## config.mk

```make
export PLATFORM = sky130hd
export DESIGN_NAME = regfile_scoreboard_flat
export DESIGN_NICKNAME = d
export VERILOG_FILES = /design/src/rtl/regfile_scoreboard_if.sv /design/src/rtl/regfile_scoreboard.sv /design/src/flat_wrapper.sv
export SDC_FILE = /design/constraint.sdc
export NUM_CORES = 2
export LEC_CHECK = 0
export BUFFER_PORTS_ARGS = -buffer_cell sky130_fd_sc_hd__buf_4
export CORE_MARGIN = 2
export CORE_UTILIZATION = 60
export DETAILED_ROUTE_END_ITERATION = 16
export MAX_ROUTING_LAYER = met4
export PLACE_DENSITY = 0.77
export RECOVER_POWER = 100
export REMOVE_ABC_BUFFERS = 1
export SKIP_LAST_GASP = 1
export SLEW_MARGIN = 25
export SYNTH_ARGS = -nofsm -noshare
export SYNTH_HDL_FRONTEND = slang
export SYNTH_SLANG_ARGS = --single-unit
```

## constraint.sdc

```tcl
create_clock -name i_Clk -period 4.5 [get_ports i_Clk]
set_input_delay 0.45 -clock i_Clk [delete_from_list [all_inputs] [get_ports i_Clk]]
set_output_delay 0.45 -clock i_Clk [all_outputs]
set_load 0.01 [all_outputs]
```

## src/rtl/regfile_scoreboard_if.sv

```systemverilog
// Purpose : register-file / scoreboard port bundle: writeback, reserve and two read ports.
// Latency : none of its own; plain wires between the driver and the register file.
// Backpres: none; every strobe is accepted on the edge at which it is presented.
//
// Ports (DUT view, slave modport):
//   i_wEnable/i_wAddr/i_wData  writeback strobe, index and data
//   i_Issue/i_IssueAddr        reserve strobe and destination index
//   i_rAddr_1/i_rAddr_2        combinational read indices
//   o_rData_1/o_rData_2        read data
//   o_rBusy_1/o_rBusy_2        read operand still pending
//   o_BusyCount/o_Full         number of reserved registers, all writable registers reserved
interface regfile_scoreboard_if #(
    parameter int XLEN  = 32,
    parameter int NREGS = 32
);
    localparam int AW = $clog2(NREGS);

    logic            i_wEnable;
    logic [AW-1:0]   i_wAddr;
    logic [XLEN-1:0] i_wData;
    logic            i_Issue;
    logic [AW-1:0]   i_IssueAddr;
    logic [AW-1:0]   i_rAddr_1;
    logic [AW-1:0]   i_rAddr_2;
    logic [XLEN-1:0] o_rData_1;
    logic [XLEN-1:0] o_rData_2;
    logic            o_rBusy_1;
    logic            o_rBusy_2;
    logic [AW:0]     o_BusyCount;
    logic            o_Full;

    // Pipeline / decode side: drives strobes and indices, consumes read results.
    modport master (
        output i_wEnable, i_wAddr, i_wData,
        output i_Issue, i_IssueAddr,
        output i_rAddr_1, i_rAddr_2,
        input  o_rData_1, o_rData_2,
        input  o_rBusy_1, o_rBusy_2,
        input  o_BusyCount, o_Full
    );

    // Register file side.
    modport slave (
        input  i_wEnable, i_wAddr, i_wData,
        input  i_Issue, i_IssueAddr,
        input  i_rAddr_1, i_rAddr_2,
        output o_rData_1, o_rData_2,
        output o_rBusy_1, o_rBusy_2,
        output o_BusyCount, o_Full
    );
endinterface

```

## src/rtl/regfile_scoreboard.sv

```systemverilog
// Purpose : NREGS x XLEN register file (x0 hard-wired to zero) with a per-register busy scoreboard.
// Latency : reads are combinational (optionally forwarding a same-cycle writeback); state updates on i_Clk rise.
// Backpres: none; issue to an already-busy register, or while full, simply leaves it busy.
//
// Ports:
//   i_Clk    single rising-edge clock
//   i_Reset  asynchronous active-low reset; clears data, busy bits and the busy counter
//   bus      regfile_scoreboard_if.slave: writeback, reserve, two read ports, busy count, full flag
module regfile_scoreboard #(
    parameter int XLEN   = 32,
    parameter int NREGS  = 32,
    parameter int BYPASS = 1
) (
    input  logic                 i_Clk,
    input  logic                 i_Reset,
    regfile_scoreboard_if.slave  bus
);
    localparam int AW    = $clog2(NREGS);
    localparam int CW    = AW + 1;
    localparam bit BYP   = (BYPASS != 0);
    localparam logic [CW-1:0] FULL_CNT = CW'(NREGS - 1);

    // ------------------------------------------------------------------
    // State
    // ------------------------------------------------------------------
    logic [XLEN-1:0]  mem_q [NREGS];
    logic [NREGS-1:0] busy_q;
    logic [NREGS-1:0] busy_nxt;
    logic [CW-1:0]    busy_count_q;
    logic [CW-1:0]    busy_count_nxt;

    // ------------------------------------------------------------------
    // Qualified strobes: index 0 is never written nor reserved
    // ------------------------------------------------------------------
    logic wr_vld;
    logic iss_vld;
    logic same_idx;
    logic cnt_inc;
    logic cnt_dec;

    assign wr_vld   = bus.i_wEnable && (bus.i_wAddr != '0);
    assign iss_vld  = bus.i_Issue && (bus.i_IssueAddr != '0);
    assign same_idx = (bus.i_wAddr == bus.i_IssueAddr);

    // A reservation only adds to the count when the target bit was clear.
    // A writeback only subtracts when it clears a set bit and the same
    // index is not being re-reserved on this edge (issue wins the tie).
    assign cnt_inc = iss_vld && !busy_q[bus.i_IssueAddr];
    assign cnt_dec = wr_vld && busy_q[bus.i_wAddr] && !(iss_vld && same_idx);

    // ------------------------------------------------------------------
    // Next busy vector: clear on writeback first, then set on issue so a
    // same-index collision ends busy.
    // ------------------------------------------------------------------
    always_comb begin
        busy_nxt = busy_q;
        if (wr_vld) begin
            busy_nxt[bus.i_wAddr] = 1'b0;
        end
        if (iss_vld) begin
            busy_nxt[bus.i_IssueAddr] = 1'b1;
        end
        busy_nxt[0] = 1'b0;
    end

    always_comb begin
        busy_count_nxt = busy_count_q + CW'(cnt_inc) - CW'(cnt_dec);
    end

    // ------------------------------------------------------------------
    // Register file storage
    // ------------------------------------------------------------------
    always_ff @(posedge i_Clk or negedge i_Reset) begin
        if (!i_Reset) begin
            for (int i = 0; i < NREGS; i++) begin
                mem_q[i] <= '0;
            end
        end else if (wr_vld) begin
            mem_q[bus.i_wAddr] <= bus.i_wData;
        end
    end

    // ------------------------------------------------------------------
    // Scoreboard state: busy bits and their running population count.
    // The counter is kept alongside the vector so o_BusyCount and o_Full
    // come straight from a flop instead of a wide popcount tree.
    // ------------------------------------------------------------------
    always_ff @(posedge i_Clk or negedge i_Reset) begin
        if (!i_Reset) begin
            busy_q       <= '0;
            busy_count_q <= '0;
        end else begin
            busy_q       <= busy_nxt;
            busy_count_q <= busy_count_nxt;
        end
    end

    // ------------------------------------------------------------------
    // Read ports
    // ------------------------------------------------------------------
    // Forwarding is suppressed while reset is held so that reads return
    // zero regardless of what the writeback bus carries.
    logic fwd_1;
    logic fwd_2;

    assign fwd_1 = BYP && i_Reset && wr_vld && (bus.i_wAddr == bus.i_rAddr_1);
    assign fwd_2 = BYP && i_Reset && wr_vld && (bus.i_wAddr == bus.i_rAddr_2);

    always_comb begin
        bus.o_rData_1 = '0;
        bus.o_rBusy_1 = 1'b0;
        if (bus.i_rAddr_1 != '0) begin
            if (fwd_1) begin
                bus.o_rData_1 = bus.i_wData;
                bus.o_rBusy_1 = 1'b0;
            end else begin
                bus.o_rData_1 = mem_q[bus.i_rAddr_1];
                bus.o_rBusy_1 = busy_q[bus.i_rAddr_1];
            end
        end
    end

    always_comb begin
        bus.o_rData_2 = '0;
        bus.o_rBusy_2 = 1'b0;
        if (bus.i_rAddr_2 != '0) begin
            if (fwd_2) begin
                bus.o_rData_2 = bus.i_wData;
                bus.o_rBusy_2 = 1'b0;
            end else begin
                bus.o_rData_2 = mem_q[bus.i_rAddr_2];
                bus.o_rBusy_2 = busy_q[bus.i_rAddr_2];
            end
        end
    end

    // ------------------------------------------------------------------
    // Status
    // ------------------------------------------------------------------
    assign bus.o_BusyCount = busy_count_q;
    assign bus.o_Full      = (busy_count_q == FULL_CNT);
endmodule

```

## src/flat_wrapper.sv

```systemverilog
// flat-port wrapper written by rule: the top's interface ports become plain ports
module regfile_scoreboard_flat 
#(
    parameter int XLEN   = 32,
    parameter int NREGS  = 32,
    parameter int BYPASS = 1
)
  (i_Clk, i_Reset, bus_i_wEnable, bus_i_wAddr, bus_i_wData, bus_i_Issue, bus_i_IssueAddr, bus_i_rAddr_1, bus_i_rAddr_2, bus_o_rData_1, bus_o_rData_2, bus_o_rBusy_1, bus_o_rBusy_2, bus_o_BusyCount, bus_o_Full);
  regfile_scoreboard_if #(.XLEN(XLEN), .NREGS(NREGS)) bus_i ();
  input  logic i_Clk;
  input  logic i_Reset;
  input wire logic [$bits(bus_i.i_wEnable)-1:0] bus_i_wEnable;
  input wire logic [$bits(bus_i.i_wAddr)-1:0] bus_i_wAddr;
  input wire logic [$bits(bus_i.i_wData)-1:0] bus_i_wData;
  input wire logic [$bits(bus_i.i_Issue)-1:0] bus_i_Issue;
  input wire logic [$bits(bus_i.i_IssueAddr)-1:0] bus_i_IssueAddr;
  input wire logic [$bits(bus_i.i_rAddr_1)-1:0] bus_i_rAddr_1;
  input wire logic [$bits(bus_i.i_rAddr_2)-1:0] bus_i_rAddr_2;
  output wire logic [$bits(bus_i.o_rData_1)-1:0] bus_o_rData_1;
  output wire logic [$bits(bus_i.o_rData_2)-1:0] bus_o_rData_2;
  output wire logic [$bits(bus_i.o_rBusy_1)-1:0] bus_o_rBusy_1;
  output wire logic [$bits(bus_i.o_rBusy_2)-1:0] bus_o_rBusy_2;
  output wire logic [$bits(bus_i.o_BusyCount)-1:0] bus_o_BusyCount;
  output wire logic [$bits(bus_i.o_Full)-1:0] bus_o_Full;
  assign bus_i.i_wEnable = bus_i_wEnable;
  assign bus_i.i_wAddr = bus_i_wAddr;
  assign bus_i.i_wData = bus_i_wData;
  assign bus_i.i_Issue = bus_i_Issue;
  assign bus_i.i_IssueAddr = bus_i_IssueAddr;
  assign bus_i.i_rAddr_1 = bus_i_rAddr_1;
  assign bus_i.i_rAddr_2 = bus_i_rAddr_2;
  assign bus_o_rData_1 = bus_i.o_rData_1;
  assign bus_o_rData_2 = bus_i.o_rData_2;
  assign bus_o_rBusy_1 = bus_i.o_rBusy_1;
  assign bus_o_rBusy_2 = bus_i.o_rBusy_2;
  assign bus_o_BusyCount = bus_i.o_BusyCount;
  assign bus_o_Full = bus_i.o_Full;
  regfile_scoreboard #(.XLEN(XLEN), .NREGS(NREGS), .BYPASS(BYPASS)) u_core (.i_Clk(i_Clk), .i_Reset(i_Reset), .bus(bus_i));
endmodule
```

==> summary.txt <==
Global route
  – Largest net degree at the start of global routing: 174
  – Total global-route track usage: approximately 37%
  – First-pass GRT wire length: 265 mm
  – Initial antenna violation count: 6
  – Vias in the first global route: between 40k and 50k
  – Grt total ovfl: 0

Synthesis
  – Complex-gate fraction of the synthesized area: 9.34%
  – Synth Area in Adders: 0.209%
  – Largest cells by area after synthesis: dfrtp_1 46%, mux4_2 18%, mux2_2 12%
  – Ys flop type: dfrtp_1
  – Yosys reg bits: 1061
  – Post-synth top area share: a little under half
  – Syn Area/Cell: 12.9 µm²
  – Ys Warns: 0
  – Seq/Total Area, Yosys: between 40% and 50%
  – Largest area contributor in the netlist: dfrtp_1
  – Multiplexer share of the synthesized area: 34.9%
  – Syn Std Cell Area: 57400 µm²
  – Post-synth EDFFs: 0
  – Post-synth ARST share: 100%
  – Netlist cell types: a little under 60
  – Post-synthesis xor/xnor area fraction: 0.275%
  – Simple-gate share of the synthesized area: between 4 and 5%
  – Post-Syn Instances: 4440
  – Main combinational cell family by area after synthesis: multiplexers

Drt
  – Routed vias: 40.8k
  – Met2 Routed Length: 80.6 mm
  – Met3 WL: 19.2 mm
  – TritonRoute pass-1 iters: 8
  – Post-route ant nets: 0
  – Vias per cell: 7.21
  – Residual DRC: 0
  – Met1 Wirelength: about 67 mm
  – DR iter-0 viols: 5313
  – Wirelength per Cell: ~31 µm
  – WL final: 176 mm
  – Uppermost layer routed: met4

STA
  – Slew HR: -142%
  – Slew @ Worst Pin: 3.61 ns
  – Final Cycle Share: 94.1%
  – Fmax: 236 MHz
  – Final Setup Violations: 0
  – Hold Vio Cnt, Final: 0
  – Setup Skew: roughly 0.011 ns
  – TNS Setup: 0 ns
  – Max-slew violations: 1536
  – Minimum clock period: 4.24 ns
  – Hold Slack: 0.160 ns
  – Unrepaired setup endpoints after global routing: no
  – Final Worst Setup Slack: 0.263 ns

Job
  – Number of max-cap violations: 32

Place
  – Placed cell areas: 59200 µm²
  – Post-DP HPWL: 101 mm
  – Pre-CTS setup slack: between 0.7 and 0.8 ns
  – Placed cell count: 5439
  – Port Buffers: 128
  – Routability congestion estimate: approximately 0.88

Worst setup path
  – Worst Setup Start Kind: input pin
  – Reg-to-reg endpoint: u_core.bus.o_BusyCount[4]
  – CP arrival: roughly 3.8 ns
  – Max incr delay on CP: between 0.7 and 0.8 ns
  – CP Data Required Time: 4.05 ns
  – Max Fanout on Critical Path: 18
  – Reg2reg start: u_core.busy_q[23]
  – Worst reg2reg setup slack: about 1.6 ns
  – Slowest-stage cell, CP: clkbuf_1
  – Reg2Reg Depth: 14
  – Kind of critical path: input pin to primary output
  – Worst path cell trace: clkbuf_4 > clkbuf_1 > xor2_1 > nor4_1 > nand2_2 > clkbuf_2 > nand2_2 > clkbuf_2 > o22ai_1 > clkbuf_1
  – Worst Setup End Kind: primary output

Power
  – PwrDens: 454 nW/µm²
  – Tot Pwr: 28.4 mW
  – Leakage power: 27.3 nW
  – Maximum VDD drop: 346 µV

Outcome
  – Failing checks: max-capacitance violations, max-slew violations
  – Outcome: finished with violations

Floorplanning
  – Total core area: between 90000 and 100000 µm²
  – Row cnt: 113
  – Die Area: 98100 µm²
  – Die height: 313 µm
  – Initial Util: 60.5%
  – DIE WIDTH: 313 µm
  – Top Ports: 129

CTS
  – CTS resizes: 0
  – Clock insertion delay at the later pin of the skew report: 0.71 ns
  – Clock Path Buffers: 3
  – Num CTS Buffers: 112
  – Clk sinks: 1061
  – H-Tree Depth: 3
  – Root buffer cell: clkbuf_16
  – Clk pin slew, worst setup/hold paths: about 0.060 ns
  – CTS tree: done

Finish
  – Register Area: roughly 27000 µm²
  – Final Net Count: 4359
  – Core utilization of the finished layout: 65.9%
  – Area Overhead vs Synth: 9.00%
  – Multi-input gate area: 28500 µm²
  – Fill cell count: between 6k and 7k
  – Final Instance Area: 62600 µm²
  – Post-Layout Cell Count: 5660
  – Layout cells sized above 1: 33.1%

Min path
  – Hold Crit Start: bus_i_wData[14]
  – Hold path endpoint: u_core.mem_q[206]
  – Hold-critical path depth: 2
  – Hold Crit Class: input pin to register
## repair_timing
item	4_1_cts	5_1_grt
hold endpoints to repair	38	0
hold buffers	1	0
setup endpoints to repair	0	1
setup buffers	0	2
## synth_stat cells (4+ instances only)
cell	count
mux2_2	611
o21ai_0	443
a22oi_1	63
a2bb2oi_1	28
nor3_1	11
a32o_1	4
nor2_1	84
and3b_1	29
a221oi_1	58
buf_2	119
dfrtp_1	1061
a211oi_1	39
nand3b_1	4
a22o_1	11
inv_1	47
nand3_1	11
clkbuf_1	297
o311a_1	27
nand2b_1	4
buf_4	50
nand2_1	452
nor2b_1	6
o221ai_1	32
ha_1	8
o32ai_1	4
buf_6	15
nor3b_1	7
a21oi_1	7
a221o_1	30
mux2i_1	284
xor2_1	8
mux4_2	458
o21bai_1	28
o22ai_1	27
o211ai_1	4
buf_1	25
xnor2_1	10
## cells in the final DEF, fill, tap and decap left out, types with 28 or more instances in the layout
cell / synthesis / final
o21bai_1: 28 / 28
mux2i_1: 284 / 284
nand2_1: 452 / 440
a22oi_1: 63 / 63
clkbuf_16: 0 / 112
inv_1: 47 / 47
and3b_1: 29 / 29
mux4_2: 458 / 458
buf_4: 50 / 116
o221ai_1: 32 / 32
a2bb2oi_1: 28 / 28
clkbuf_8: 0 / 37
a221o_1: 30 / 30
clkbuf_1: 297 / 105
mux2_2: 611 / 611
o21ai_0: 443 / 443
nor2_1: 84 / 74
a221oi_1: 58 / 58
a211oi_1: 39 / 39
dfrtp_1: 1061 / 1061
## flip-flops by register name (all words and copies together) (netlist names)
register / count
u_core.mem_q: 1024
u_core.busy_q: 31
u_core.bus.o_BusyCount: 6
## report_power, final
part	leakage [nW]	switching [mW]	internal [mW]
sequential	13.7	1.45	11.4
combinational	11.8	2.66	3.28
clock	1.89	4.01	5.65
total	27.3	8.12	20.3
## area by class of cell
class,instances,area share (%)
timing repair buffer,246,3.07
clock buffer,175,5.43
multi-input combinational,2826,45.5
sequential,1061,42.4
inverter,47,0.282
antenna,5,0.0200
clock inverter,35,0.706
tap,1265,2.53
## worst max-delay path, delay by kind of cell
| family | cells | cell delay, ns |
|---|---|---|
| buffers and inverters | 5 | 2.11 |
| AND/OR/NAND/NOR | 3 | 0.84 |
| AO/OA/AOI/OAI | 1 | 0.23 |
| XOR/XNOR | 1 | 0.14 |
## logic make-up (layout without fill, tap and decap cells)
group	after synthesis	count (layout)
multiplexers	1353	1353
other	0	5
flip-flops	1061	1061
AO/OA/AOI/OAI	820	820
XOR/XNOR	18	18
AND/OR/NAND/NOR	626	626
buffers and inverters	553	503
adder cells (fa/ha/maj)	9	9
## routing by layer
layer  vias up  track usage [%]
li1      16465                -
met1     21148             50.0
met2      2594             54.6
met3       591             8.98
met4         0             16.6
met5         -                -
## worst max-delay path by stage
stage                                start  cells past startpoint  slack (ns)                end
after floorplan           bus_i_rAddr_2[2]                      5       -0.32  bus_o_rData_2[31]
after global placement      bus_i_wAddr[0]                      9        0.25   bus_o_rData_1[5]
after detailed placement  bus_i_rAddr_1[0]                      8        0.80   bus_o_rData_1[9]
after CTS                          i_Reset                      8        0.24   bus_o_rData_1[9]
after global routing        bus_i_wAddr[1]                     10        0.22   bus_o_rData_2[2]
final                       bus_i_wAddr[1]                     10        0.26  bus_o_rData_2[29]
Power figures use the tool's default switching activity.
